**src/rtl/usbdev_pkg.sv**
```systemverilog
// USB device remote-wakeup shared types and default timing constants.
// Times are in microseconds, counted against the 1 us strobe.
package usbdev_pkg;

  typedef enum logic [2:0] {
    WAKE_IDLE    = 3'd0,
    WAKE_WAITAGE = 3'd1,
    WAKE_DRIVEK  = 3'd2,
    WAKE_RELEASE = 3'd3
  } wake_state_e;

  localparam int unsigned USB_SUSPEND_MIN_US  = 5000;
  localparam int unsigned USB_RESUME_DRIVE_US = 2000;
  localparam int unsigned USB_HOST_RESP_US    = 30000;

endpackage

```
**src/rtl/usbdev_wake_seq_if.sv**
```systemverilog
// Link-status / wakeup-control bundle between the device core and the
// wakeup sequencer; master drives requests and link status.
interface usbdev_wake_seq_if;

  logic       us_tick_i;
  logic       wake_en_i;
  logic       wake_req_i;
  logic       link_suspend_i;
  logic       link_active_i;
  logic       link_reset_i;
  logic       link_disconnect_i;
  logic       drive_k_o;
  logic       resume_link_active_o;
  logic       wake_busy_o;
  logic       wake_done_o;
  logic       wake_err_o;
  logic [2:0] wake_state_o;

  modport master (
    output us_tick_i, wake_en_i, wake_req_i,
    output link_suspend_i, link_active_i,
    output link_reset_i, link_disconnect_i,
    input  drive_k_o, resume_link_active_o,
    input  wake_busy_o, wake_done_o, wake_err_o,
    input  wake_state_o
  );

  modport slave (
    input  us_tick_i, wake_en_i, wake_req_i,
    input  link_suspend_i, link_active_i,
    input  link_reset_i, link_disconnect_i,
    output drive_k_o, resume_link_active_o,
    output wake_busy_o, wake_done_o, wake_err_o,
    output wake_state_o
  );

endinterface

```
**src/rtl/usbdev_us_timer.sv**
```systemverilog
// Microsecond counter: synchronous clear, counts on the us strobe and
// holds at Max instead of wrapping.
module usbdev_us_timer #(
  parameter int unsigned W   = 15,
  parameter int unsigned Max = (2**W) - 1
) (
  input  logic         clk_48mhz_i,
  input  logic         rst_ni,
  input  logic         clr_i,
  input  logic         tick_i,
  output logic [W-1:0] cnt_o
);

  localparam logic [W-1:0] MaxV = W'(Max);

  logic [W-1:0] r_cnt;

  always_ff @(posedge clk_48mhz_i or negedge rst_ni) begin
    if (!rst_ni) begin
      r_cnt <= '0;
    end else if (clr_i) begin
      r_cnt <= '0;
    end else if (tick_i && (r_cnt != MaxV)) begin
      r_cnt <= r_cnt + 1'b1;
    end
  end

  assign cnt_o = r_cnt;

endmodule

```
**src/rtl/usbdev_wake_seq.sv**
```systemverilog
// Remote-wakeup sequencer: waits for a settled suspend, drives K for a
// fixed time, then hands the bus back and watches for the host resume.
module usbdev_wake_seq
  import usbdev_pkg::*;
#(
  parameter int unsigned SuspendMinUs  = USB_SUSPEND_MIN_US,
  parameter int unsigned ResumeDriveUs = USB_RESUME_DRIVE_US,
  parameter int unsigned HostRespUs    = USB_HOST_RESP_US,
  parameter int unsigned TimerW        = 15
) (
  input logic         clk_48mhz_i,
  input logic         rst_ni,
  usbdev_wake_seq_if.slave bus
);

  localparam logic [TimerW-1:0] AgeMax    = TimerW'(SuspendMinUs);
  localparam logic [TimerW-1:0] DriveLast = TimerW'(ResumeDriveUs - 1);
  localparam logic [TimerW-1:0] RespLast  = TimerW'(HostRespUs - 1);

  wake_state_e       r_state;
  logic              r_drive_k;
  logic              r_resume;
  logic              r_busy;
  logic              r_done;
  logic              r_err;

  wake_state_e       w_next;
  logic              w_done;
  logic              w_err;
  logic              w_resume;
  logic              w_abort;
  logic              w_age_ok;
  logic              w_phase_clr;
  logic [TimerW-1:0] w_age;
  logic [TimerW-1:0] w_phase;

  usbdev_us_timer #(
    .W   (TimerW),
    .Max (SuspendMinUs)
  ) u_age (
    .clk_48mhz_i (clk_48mhz_i),
    .rst_ni      (rst_ni),
    .clr_i       (!bus.link_suspend_i),
    .tick_i      (bus.us_tick_i),
    .cnt_o       (w_age)
  );

  usbdev_us_timer #(
    .W (TimerW)
  ) u_phase (
    .clk_48mhz_i (clk_48mhz_i),
    .rst_ni      (rst_ni),
    .clr_i       (w_phase_clr),
    .tick_i      (bus.us_tick_i),
    .cnt_o       (w_phase)
  );

  assign w_age_ok    = (w_age == AgeMax);
  assign w_abort     = bus.link_reset_i | bus.link_disconnect_i;
  assign w_phase_clr = (w_next != r_state);

  always_comb begin
    w_next   = r_state;
    w_done   = 1'b0;
    w_err    = 1'b0;
    w_resume = 1'b0;
    unique case (r_state)
      WAKE_IDLE: begin
        if (bus.wake_req_i) begin
          if (bus.wake_en_i && bus.link_suspend_i) begin
            w_next = WAKE_WAITAGE;
          end else begin
            w_err = 1'b1;
          end
        end
      end
      WAKE_WAITAGE: begin
        if (w_abort || !bus.link_suspend_i) begin
          w_next = WAKE_IDLE;
          w_err  = 1'b1;
        end else if (w_age_ok) begin
          w_next = WAKE_DRIVEK;
        end
      end
      // Suspend dropping here is our own K on the line, not an abort.
      WAKE_DRIVEK: begin
        if (w_abort) begin
          w_next = WAKE_IDLE;
          w_err  = 1'b1;
        end else if (bus.us_tick_i && (w_phase == DriveLast)) begin
          w_next   = WAKE_RELEASE;
          w_resume = 1'b1;
        end
      end
      WAKE_RELEASE: begin
        if (w_abort) begin
          w_next = WAKE_IDLE;
          w_err  = 1'b1;
        end else if (bus.us_tick_i && (w_phase == RespLast)) begin
          w_next = WAKE_IDLE;
          w_err  = 1'b1;
        end else if (bus.link_active_i) begin
          w_next = WAKE_IDLE;
          w_done = 1'b1;
        end
      end
      default: begin
        w_next = WAKE_IDLE;
      end
    endcase
  end

  always_ff @(posedge clk_48mhz_i or negedge rst_ni) begin
    if (!rst_ni) begin
      r_state   <= WAKE_IDLE;
      r_drive_k <= 1'b0;
      r_resume  <= 1'b0;
      r_busy    <= 1'b0;
      r_done    <= 1'b0;
      r_err     <= 1'b0;
    end else begin
      r_state   <= w_next;
      r_drive_k <= (w_next == WAKE_DRIVEK);
      r_resume  <= w_resume;
      r_busy    <= (w_next != WAKE_IDLE);
      r_done    <= w_done;
      r_err     <= w_err;
    end
  end

  assign bus.drive_k_o            = r_drive_k;
  assign bus.resume_link_active_o = r_resume;
  assign bus.wake_busy_o          = r_busy;
  assign bus.wake_done_o          = r_done;
  assign bus.wake_err_o           = r_err;
  assign bus.wake_state_o         = r_state;

  a_state_legal: assert property (
    @(posedge clk_48mhz_i) disable iff (!rst_ni)
    r_state inside {WAKE_IDLE, WAKE_WAITAGE, WAKE_DRIVEK, WAKE_RELEASE}
  );

  a_k_in_drive: assert property (
    @(posedge clk_48mhz_i) disable iff (!rst_ni)
    r_drive_k |-> (r_state == WAKE_DRIVEK)
  );

  a_done_err_excl: assert property (
    @(posedge clk_48mhz_i) disable iff (!rst_ni)
    !(r_done && r_err)
  );

endmodule

```
**src/flat_wrapper.sv**
```systemverilog
// flat-port wrapper written by rule: the top's interface ports become plain ports
module usbdev_wake_seq_flat import usbdev_pkg::*;
#(
  parameter int unsigned SuspendMinUs  = USB_SUSPEND_MIN_US,
  parameter int unsigned ResumeDriveUs = USB_RESUME_DRIVE_US,
  parameter int unsigned HostRespUs    = USB_HOST_RESP_US,
  parameter int unsigned TimerW        = 15
)
  (clk_48mhz_i, rst_ni, bus_us_tick_i, bus_wake_en_i, bus_wake_req_i, bus_link_suspend_i, bus_link_active_i, bus_link_reset_i, bus_link_disconnect_i, bus_drive_k_o, bus_resume_link_active_o, bus_wake_busy_o, bus_wake_done_o, bus_wake_err_o, bus_wake_state_o);
  usbdev_wake_seq_if bus_i ();
  input logic clk_48mhz_i;
  input logic rst_ni;
  input wire logic [$bits(bus_i.us_tick_i)-1:0] bus_us_tick_i;
  input wire logic [$bits(bus_i.wake_en_i)-1:0] bus_wake_en_i;
  input wire logic [$bits(bus_i.wake_req_i)-1:0] bus_wake_req_i;
  input wire logic [$bits(bus_i.link_suspend_i)-1:0] bus_link_suspend_i;
  input wire logic [$bits(bus_i.link_active_i)-1:0] bus_link_active_i;
  input wire logic [$bits(bus_i.link_reset_i)-1:0] bus_link_reset_i;
  input wire logic [$bits(bus_i.link_disconnect_i)-1:0] bus_link_disconnect_i;
  output wire logic [$bits(bus_i.drive_k_o)-1:0] bus_drive_k_o;
  output wire logic [$bits(bus_i.resume_link_active_o)-1:0] bus_resume_link_active_o;
  output wire logic [$bits(bus_i.wake_busy_o)-1:0] bus_wake_busy_o;
  output wire logic [$bits(bus_i.wake_done_o)-1:0] bus_wake_done_o;
  output wire logic [$bits(bus_i.wake_err_o)-1:0] bus_wake_err_o;
  output wire logic [$bits(bus_i.wake_state_o)-1:0] bus_wake_state_o;
  assign bus_i.us_tick_i = bus_us_tick_i;
  assign bus_i.wake_en_i = bus_wake_en_i;
  assign bus_i.wake_req_i = bus_wake_req_i;
  assign bus_i.link_suspend_i = bus_link_suspend_i;
  assign bus_i.link_active_i = bus_link_active_i;
  assign bus_i.link_reset_i = bus_link_reset_i;
  assign bus_i.link_disconnect_i = bus_link_disconnect_i;
  assign bus_drive_k_o = bus_i.drive_k_o;
  assign bus_resume_link_active_o = bus_i.resume_link_active_o;
  assign bus_wake_busy_o = bus_i.wake_busy_o;
  assign bus_wake_done_o = bus_i.wake_done_o;
  assign bus_wake_err_o = bus_i.wake_err_o;
  assign bus_wake_state_o = bus_i.wake_state_o;
  usbdev_wake_seq #(.SuspendMinUs(SuspendMinUs), .ResumeDriveUs(ResumeDriveUs), .HostRespUs(HostRespUs), .TimerW(TimerW)) u_core (.clk_48mhz_i(clk_48mhz_i), .rst_ni(rst_ni), .bus(bus_i));
endmodule
```
**config.mk**
```make
export PLATFORM = sky130hd
export DESIGN_NAME = usbdev_wake_seq_flat
export DESIGN_NICKNAME = d
export VERILOG_FILES = /design/src/rtl/usbdev_pkg.sv /design/src/rtl/usbdev_wake_seq_if.sv /design/src/rtl/usbdev_us_timer.sv /design/src/rtl/usbdev_wake_seq.sv /design/src/flat_wrapper.sv
export SDC_FILE = /design/constraint.sdc
export NUM_CORES = 1
export LEC_CHECK = 0
export CORE_ASPECT_RATIO = 1.75
export CORE_MARGIN = 1
export CORE_UTILIZATION = 23
export CTS_BUF_LIST = sky130_fd_sc_hd__clkbuf_4
export CTS_CLUSTER_SIZE = 24
export DETAILED_ROUTE_END_ITERATION = 12
export GPL_ROUTABILITY_DRIVEN = 0
export SETUP_SLACK_MARGIN = 0.2
export SLEW_MARGIN = 20
export SYNTH_ARGS = -nofsm -noshare
export SYNTH_HDL_FRONTEND = slang
export SYNTH_SLANG_ARGS = --single-unit
```
**constraint.sdc**
```tcl
create_clock -name clk_48mhz_i -period 3.73 [get_ports clk_48mhz_i]
set_input_delay 0.5595 -clock clk_48mhz_i [delete_from_list [all_inputs] [get_ports clk_48mhz_i]]
set_output_delay 0.5595 -clock clk_48mhz_i [all_outputs]
set_load 0.01 [all_outputs]
```
Yosys cells after proc, flatten, opt, wreduce, memory -nomap -nowiden
Cells that the tools add are included.

Register bits: 38. Latch bits: 0. Memory bits (writable): 0. Memory bits (read-only): 0. Input port bits: 9. Output and inout port bits: 8. Memories kept: 0.

$add $sub $neg: 2. $mul: 0. Div/mod/pow operators: 0. Order comparisons: 0. Equality and inequality tests: 11. Shift-type cells: 0. Multiplexer cells: 28. Bitwise gates (word level): 1. Reductions and logical operators: 10.

Operators with widths (count): two-way mux 15 bit (4); adder 15 x 1 -> 15 bit (second input constant) (2); two-way mux 3 bit (9); equality test 15 x 11 -> 1 bit (second input constant) (1); equality test 15 x 13 -> 1 bit (second input constant) (1); equality test 15 bit (second input constant) (1); inequality test 15 x 13 -> 1 bit (second input constant) (1); inequality test 15 bit (second input constant) (1); two-way mux 1 bit (13); case mux 3 bit (4 select lines) (1); equality test 3 x 2 -> 1 bit (second input constant) (3); logical AND 1 bit (5); case mux 1 bit (4 select lines) (1); equality test 3 x 1 -> 1 bit (second input constant) (1); logical NOT 3 bit (1); inequality test 3 bit (1); nonzero test 3 bit (1); inequality test 2 x 1 -> 1 bit (second input constant) (1); nonzero test 2 bit (1); logical NOT 1 bit (1); logical OR 1 bit (1); bitwise OR 1 bit (1).

Depth between registers and ports, before layout
Gate-level depths: netlist (run 1).

Depth after elaboration: 7. Gate-level depth with buffers: 9. Mapped depth without buffers: 8.

Cells and area by module
Synthesis (run 1) repeated with hierarchy kept, for this count alone.

Cells, all modules: 230. Area total of the unflattened synthesis: 2223.4 µm².

By module, submodules not included: usbdev_us_timer at u_core.u_phase (times used 1, cells an instance 92, area an instance 884.6 µm², sequential area each 375.4 µm²); usbdev_us_timer at u_core.u_age (times used 1, cells an instance 81, area an instance 797.0 µm², sequential area each 375.4 µm²); usbdev_wake_seq (times used 1, cells an instance 57, area an instance 541.8 µm², sequential area each 200.2 µm²).

Worst setup path after synthesis (run 1)
OpenSTA, ideal clock, no wires.

Kind: input to register. Start point: in bus_link_disconnect_i. End point: reg u_core.u_phase.r_cnt[4] (netlist: u_core.u_phase.cnt_o[4]). Setup time: 0.075 ns. Data arrival time: 2.138 ns. Setup slack: 1.517 ns. Cell stages on the path: 6. Buffers on the path: 1. Path through: or3b_2 -> or3_1 -> o22ai_1 -> o211ai_1 -> buf_4 -> a21oi_2.

Word-level cells in the longest chain between the ends: 6. Elaborated cells on any way between the ends: 9. Classes of those cells: eq/ne: 1; mux: 5; bitwise: 1; reduce/logical: 2.

RTL lines: start, declared (line flat_wrapper.sv:19) `input wire logic [$bits(bus_i.link_disconnect_i)-1:0] bus_link_disconnect_i;`; bitwise OR 1 bit (*) (line usbdev_wake_seq.sv:59) `assign w_abort = bus.link_reset_i | bus.link_disconnect_i;`; logical OR 1 bit (line usbdev_wake_seq.sv:78) `if (w_abort || !bus.link_suspend_i) begin`; two-way mux 3 bit (line usbdev_wake_seq.sv:78); case mux 3 bit (4 select lines) (*) (line usbdev_wake_seq.sv:67) `unique case (r_state)`; inequality test 3 bit (*) (line usbdev_wake_seq.sv:60) `assign w_phase_clr = (w_next != r_state);`; two-way mux 15 bit / nonzero test 2 bit (equally long branches); end signal, assigned (line usbdev_us_timer.sv:24) `r_cnt <= r_cnt + 1'b1;`; end, declared (line usbdev_us_timer.sv:16) `logic [W-1:0] r_cnt;`.

Every way passes the cells marked *; elsewhere a longest branch is shown, timed or not. A chain may end at the register's enable or synchronous reset.

Worst setup path in the final report (run 1)
Start point: reg u_core.u_age.r_cnt[2] (netlist: u_core.u_age.cnt_o[2]). End point: reg u_core.u_age.r_cnt[10] (netlist: u_core.u_age.cnt_o[10]).

Word-level cells in the longest chain between the ends: 3. Elaborated cells on any way between the ends: 6. Classes of those cells: add/sub: 1; eq/ne: 2; mux: 2; reduce/logical: 1.

RTL lines: start, declared (line usbdev_us_timer.sv:16); start signal, assigned (line usbdev_us_timer.sv:24); adder 15 x 1 -> 15 bit / inequality test 15 x 13 -> 1 bit (equally long branches) (line usbdev_us_timer.sv:24, usbdev_us_timer.sv:23); two-way mux 15 bit / logical AND 1 bit (equally long branches) (line usbdev_us_timer.sv:23) `end else if (tick_i && (r_cnt != MaxV)) begin`; two-way mux 15 bit / inequality test 2 x 1 -> 1 bit (equally long branches).

Parallel ways exist; a longest one is shown, timed or not. The select of a mux whose other input is x is not followed.

==> results.py, run 1 <==
metrics = {
    "yosys": {
        "synthAdderAreaFrac_pct": 1.72,
        "synth_top_area_share_pct": 43.7,
        "synth_edf_count": 0,
        "ys.flop_type": "dfrtp_1",
        "yosys_warnings": 0,
        "synth_fp_nets": 229,
        "syn_area_mm2": 0.00218,
        "yosys-top-cells-area": "dfrtp_1, xor2_1, a21oi_2",
        "yosys.area.top_type": "dfrtp_1",
        "synth_cells": 217,
        "synth_top_family_by_area": "simple AND/OR/NAND/NOR gates",
        "synth_seq_cells": 38,
        "synth_compound_gate_area_share_pct": 13.7,
        "async_reset_ff_share_pct": 100,
        "syn_avg_cell_area_um2": 10.0,
        "synth-xor-area-share_pct": 8.85,
        "yosys.area_share.simple_pct": 26.0,
        "yosys-mux-area-fraction_pct": 1.38,
        "synthTopCellsByCount": "dfrtp_1, and2_1, nand2_1",
        "yosysMostFrequentCell": "dfrtp_1",
        "seq_area_frac_synth_pct": 43.7,
        "yosysUniqueCellTypes": 51,
    },
    "route": {
        "wl_um": 4610,
        "dr.pass1.iters": 4,
        "vias": 1670,
        "drtIter0Drc": 104,
        "drc": 0,
        "ant_nets": 0,
        "wl_per_cell_um": 12.9,
        "via_per_inst": 4.68,
    },
    "grt": {
        "track_usage_pct": 10.9,
        "grt_pass1_vias": 1765,
        "grt_max_degree": 39,
        "grt_first_pass_wirelength_um": 8090,
        "antenna_found_initial": 1,
        "grt_overflow": 0,
    },
    "cts": {
        "post_cts_resized": 0,
        "htreeDepth": 2,
        "cts_tree": "built",
        "clkTransAtPathRegs_ps": 110,
        "cts_buffer_depth": 2,
        "worstSkewPairLatency_ps": 350,
        "postCtsSetupRepairBufs": 0,
        "cts_sinks": 38,
        "ctsHoldBuffers": 0,
        "root_buffer": "clkbuf_4",
        "cts_made_buffers": 5,
    },
    "floorplan": {
        "start_util_pct": 23.8,
        "io_pins": 17,
        "fp.dieH_um": 131,
        "die_width_um": 75.6,
        "coreArea_mm2": 0.00915,
        "rows": 46,
        "die_area_mm2": 0.00988,
    },
    "setup_path": {
        "crit_path_start": "u_core.u_age.cnt_o[2]",
        "worst_setup_path_start_kind": "flip-flop",
        "required_ps": 3970,
        "ff2ff_setup_slack_ps": 1090,
        "r2r_cells": 5,
        "r2r-end": "u_core.u_age.cnt_o[10]",
        "cp-endpoint": "u_core.u_age.cnt_o[10]",
        "worstPathArrival_ps": 2880,
        "worst-path-max-fanout": 16,
        "criticalPathCategory": "flip-flop to flip-flop",
        "worstReg2RegStart": "u_core.u_age.cnt_o[2]",
        "end_kind": "flip-flop",
    },
    "placement": {
        "hpwl_um": 3340,
        "place_ws_ps": 923,
        "placed_cells": 349,
        "portBuffers": 16,
    },
    "power": {
        "p_seq_share_pct": 60.5,
        "total_power_mw": 0.702,
        "ir_drop_mv": 0.135,
        "netSwitchingFraction_pct": 24.7,
        "clkPwrFrac_pct": 30.8,
        "p_per_area_mw_per_mm2": 280,
        "p_sw_mw": 0.173,
        "p_leak_nw": 1.03,
        "intPower_mw": 0.529,
        "p_comb_share_pct": 8.7,
    },
    "layout": {
        "fill_cells": 961,
        "syn2layout_area_growth_pct": 15.0,
        "seq_area_um2": 951,
        "drive_above_1_share_pct": 12.7,
        "fin_cells": 357,
        "layout.nets": 248,
        "multiInputGateArea_mm2": 0.00113,
    },
    "timing": {
        "final_hold_viol_count": 0,
        "relSlewSlack_pct": 32.5,
        "min_period_ps": 2640,
        "maxSlewViolCount": 0,
        "setup_tns_ps": 0,
        "period_share_pct": 70.9,
        "fin_skew_ps": 17.1,
        "setup-violations-final": 0,
        "fmax_ghz": 0.378,
        "rsz0062_at_grt": "no",
        "setup_slack_ps": 1090,
        "timing_worst_slew_pin_value_ps": 1000,
        "hold-worst-slack_ps": 310,
    },
    "flow_run": {
        "cap_violations": 0,
    },
    "hold_path": {
        "holdCritPathClass": "input port to asynchronous set/reset pin",
    },
    "outcome": {
        "status": "completed",
    },
}
cell usage in the layout, fill, tap and decap left out, types with 3 or more instances in the layout:
cell type / netlist / final
nor3_1: 7 / 7
a21oi_1: 7 / 7
nor4_1: 7 / 7
nor2_1: 11 / 11
o21ai_0: 4 / 4
or3_1: 3 / 3
clkbuf_4: 0 / 7
nand4_1: 5 / 5
and2_1: 14 / 14
buf_4: 1 / 3
xor2_1: 12 / 12
nand2_1: 14 / 14
nand3_1: 7 / 7
and3_1: 3 / 3
mux2i_1: 3 / 3
and4_1: 3 / 3
inv_1: 12 / 12
a31oi_1: 3 / 3
clkdlybuf4s50_1: 0 / 15
ha_1: 3 / 3
dfrtp_1: 38 / 38
a21oi_2: 10 / 10
xnor2_1: 10 / 10
sequential cells by signal, indices dropped and copies added, names as in the netlist:
signal,cells
u_core.bus.wake_state_o,3
u_core.bus.resume_link_active_o,1
u_core.bus.wake_done_o,1
u_core.u_age.cnt_o,15
u_core.bus.drive_k_o,1
u_core.u_phase.cnt_o,15
u_core.bus.wake_err_o,1
u_core.bus.wake_busy_o,1
area by class of cell:
cell class	count	area share (%)
Multi-Input combinational cell	160	45.0
Sequential cell	38	37.9
Timing Repair Buffer	19	7.09
Tap cell	120	5.99
Clock buffer	7	2.10
Inverter	12	1.80
Antenna cell	1	0.0999
routing by layer:
layer | global-route usage [%] | wire (um) | up-vias | part of all wire, %
li1 | - | - | 812 | -
met1 | 10.9 | 1810 | 815 | 39
met2 | 19.6 | 2510 | 34 | 55
met3 | 2.45 | 124 | 9 | 2.7
met4 | 6.64 | 161 | 0 | 3.5
met5 | 0 | 0 | - | 0
worst max-delay path, cell delays in order, from the launching register on:
cell and delay, ps:
dfrtp_1 440, or4_4 600, o41ai_4 840, a2111oi_0 280, xor2_1 190, and2_1 180
how the worst min path moves through the flow:
stage          cells after the start                       start  slack (ps)               endpoint
6_report                           1                      rst_ni         310  u_core.u_age.cnt_o[1]
5_1_grt                            1                      rst_ni         360  u_core.u_age.cnt_o[0]
4_1_cts                            1                      rst_ni         330  u_core.u_age.cnt_o[1]
3_5_place_dp                       1  u_core.bus.wake_state_o[2]         530  u_core.bus.wake_err_o
3_3_place_gp                       1  u_core.bus.wake_state_o[2]         520  u_core.bus.wake_err_o
2_1_floorplan                      0                      rst_ni         260   u_core.bus.drive_k_o
cell families (layout without fill, tap and decap cells):
logic type                 after synthesis  after routing
xor gates and xnor gates                22             22
buffers and inverters                   19             38
other                                    1              2
muxes                                    3              3
AOI/OAI and AO/OA                       38             38
adders and majority gates                3              3
DFF                                     38             38
and+or+nand+nor                         93             93
power by group through the flow:
stage	clock network, mW	registers, mW	logic, mW
floorplan	0	0.432	0.0348
finish	0.216	0.425	0.0611
detailed placement	0	0.433	0.0623
global placement	0	0.432	0.0614
global route	0.243	0.426	0.0691
CTS	0.230	0.425	0.0626
metrics by stage:
stage | cell area (um2) | util, %
after floorplan | 2180 | -
after global placement | 2450 | 26.8
after detailed placement | 2450 | 26.8
after CTS | 2500 | 27.4
after global routing | 2510 | 27.4
final | 2510 | 27.4
Power figures use the tool's default switching activity.
==> inputs of run 2 (changes only) <==
==> constraint.sdc (replaced) <==
create_clock -name clk_48mhz_i -period 2.55 [get_ports clk_48mhz_i]
set_input_delay 0.3825 -clock clk_48mhz_i [delete_from_list [all_inputs] [get_ports clk_48mhz_i]]
set_output_delay 0.3825 -clock clk_48mhz_i [all_outputs]
set_load 0.01 [all_outputs]
==> run 2 against run 1 <==
- setup slack got worse by 850 ps
- combinational power increased by 63%
- clock power is 49% higher
- sequential power rose by 46%
- non-clock buffer count rose by 15
- sequential cell count unchanged
- final cell count rose by 4.2%
- register-to-register slack got worse by 850 ps
- die area stayed put
- total power up 48%
- utilization increased by 1.4 points
- critical path depth is 1 higher
==> results.py, run 2 (synthesis results as in run 1) <==
metrics = {
    "outcome": {
        "status": "completed",
    },
    "route": {
        "vias": 1733,
        "wl_met3_um": 152,
        "ant_nets": 0,
        "drtIter0Drc": 139,
        "top_layer": "met4",
        "wl_per_cell_um": 13.1,
        "wl_met1_um": 1900,
        "dr.pass1.iters": 4,
        "drc": 0,
        "wl_um": 4880,
        "met2WireLength_um": 2660,
        "via_per_inst": 4.66,
    },
    "placement": {
        "place_area_mm2": 0.00254,
        "place_ws_ps": 36.6,
        "portBuffers": 16,
        "hpwl_um": 3500,
    },
    "timing": {
        "setup_tns_ps": 0,
        "fmax_ghz": 0.432,
        "timing_worst_slew_pin_value_ps": 980,
        "setup-violations-final": 0,
        "rsz0062_at_grt": "no",
        "period_share_pct": 90.7,
        "setup_slack_ps": 236,
        "relSlewSlack_pct": 33.9,
        "min_period_ps": 2310,
        "final_hold_viol_count": 0,
        "maxSlewViolCount": 0,
        "fin_skew_ps": 9.53,
    },
    "layout": {
        "drive_above_1_share_pct": 18.3,
        "mostFrequentLayoutCell": "dfrtp_1",
        "final_util_pct": 28.8,
        "layout.nets": 263,
        "fill_cells": 934,
        "syn2layout_area_growth_pct": 21.0,
        "layout_common_cells": "dfrtp_1, buf_4, clkdlybuf4s50_1",
        "final_area_mm2": 0.00264,
    },
    "floorplan": {
        "fp.dieH_um": 131,
        "die_width_um": 75.6,
        "io_pins": 17,
        "rows": 46,
        "start_util_pct": 23.8,
        "die_area_mm2": 0.00988,
        "coreArea_mm2": 0.00915,
    },
    "power": {
        "p_sw_mw": 0.260,
        "p_seq_share_pct": 59.6,
        "ir_drop_mv": 0.127,
        "p_per_area_mw_per_mm2": 395,
        "p_comb_share_pct": 9.6,
        "clkPwrFrac_pct": 30.8,
        "intPower_mw": 0.782,
        "total_power_mw": 1.04,
        "p_leak_nw": 1.13,
        "netSwitchingFraction_pct": 25.0,
    },
    "setup_path": {
        "worstPathArrival_ps": 2590,
        "ff2ff_setup_slack_ps": 240,
        "worst_setup_path_start_kind": "flip-flop",
        "criticalPathCategory": "flip-flop to flip-flop",
        "required_ps": 2830,
        "end_kind": "flip-flop",
        "worst-path-max-fanout": 15,
    },
    "cts": {
        "ctsHoldBuffers": 0,
        "clkTransAtPathRegs_ps": 110,
        "cts_made_buffers": 5,
        "cts_buffer_depth": 2,
        "htreeDepth": 2,
        "root_buffer": "clkbuf_4",
        "cts_sinks": 38,
        "cts_tree": "built",
        "worstSkewPairLatency_ps": 350,
    },
    "grt": {
        "grt_overflow": 0,
        "grt_first_pass_wirelength_um": 8270,
        "antenna_found_initial": 1,
        "track_usage_pct": 11.2,
        "grt_max_degree": 39,
        "grt_pass1_vias": 1781,
    },
    "hold_path": {
        "holdCritPathClass": "input port to asynchronous set/reset pin",
    },
    "flow_run": {
        "cap_violations": 0,
    },
}
==> run 2: stage by stage <==
step,std cells,hold slack (ps)
final,372,131
after global routing,372,193
after CTS,369,151
after detailed placement,359,510
after global placement,359,521
after floorplan,217,86.9
==> run 2: final timing paths <==
| kind | endpoint | depth (start not counted) | start |
|---|---|---|---|
| max reg2reg | u_core.u_phase.cnt_o[12] | 6 | u_core.u_age.cnt_o[10] |
| min | u_core.u_age.cnt_o[11] | 1 | rst_ni |
| max in group asynchronous | u_core.bus.drive_k_o | 1 | rst_ni |
| max | u_core.u_phase.cnt_o[12] | 6 | u_core.u_age.cnt_o[10] |
| min in group clk_48mhz_i | u_core.bus.wake_err_o | 1 | u_core.bus.wake_state_o[2] |
| min reg2reg | u_core.bus.wake_err_o | 1 | u_core.bus.wake_state_o[2] |
==> run 2: worst max-delay path: stages, from the launching register on <==
cell	delay, ps
dfrtp_1	420
or4b_4	590
nor4_4	350
o21ai_2	110
or3_4	410
buf_12	170
a211oi_2	200
==> run 2: per-layer routing <==
layer / GRT usage (%) / vias up
met3: 1.99 / 10
met5: 0 / -
met1: 11.7 / 828
met2: 19.9 / 50
met4: 7.63 / 0
li1: - / 845
==> run 2: layout make-up <==
cell class | count | area [um2] | share of cell area (%)
repair buffers | 34 | 303 | 11.5
multi-input cells | 160 | 1130 | 43.0
well taps | 120 | 150 | 5.70
flip-flops and latches | 38 | 951 | 36.1
diodes | 1 | 2.50 | 0.0949
clock buffers | 7 | 52.6 | 1.99
inverters | 12 | 45.0 | 1.71
==> run 2: what timing repair did <==
action / 4_1_cts / 5_1_grt
gates resized for setup: 1 / 0
hold endpoints to repair: 0 / 0
setup buffers: 3 / 2
pin swaps: 2 / 2
setup endpoints to repair: 15 / 5
==> run 2: power groups by stage <==
| stage | logic [mW] | clock network, mW | registers, mW |
|---|---|---|---|
| 2_1_floorplan | 0.0509 | 0 | 0.632 |
| 3_3_place_gp | 0.0984 | 0 | 0.633 |
| 3_5_place_dp | 0.0998 | 0 | 0.633 |
| 4_1_cts | 0.102 | 0.345 | 0.621 |
| 5_1_grt | 0.112 | 0.362 | 0.623 |
| 6_report | 0.0998 | 0.321 | 0.621 |
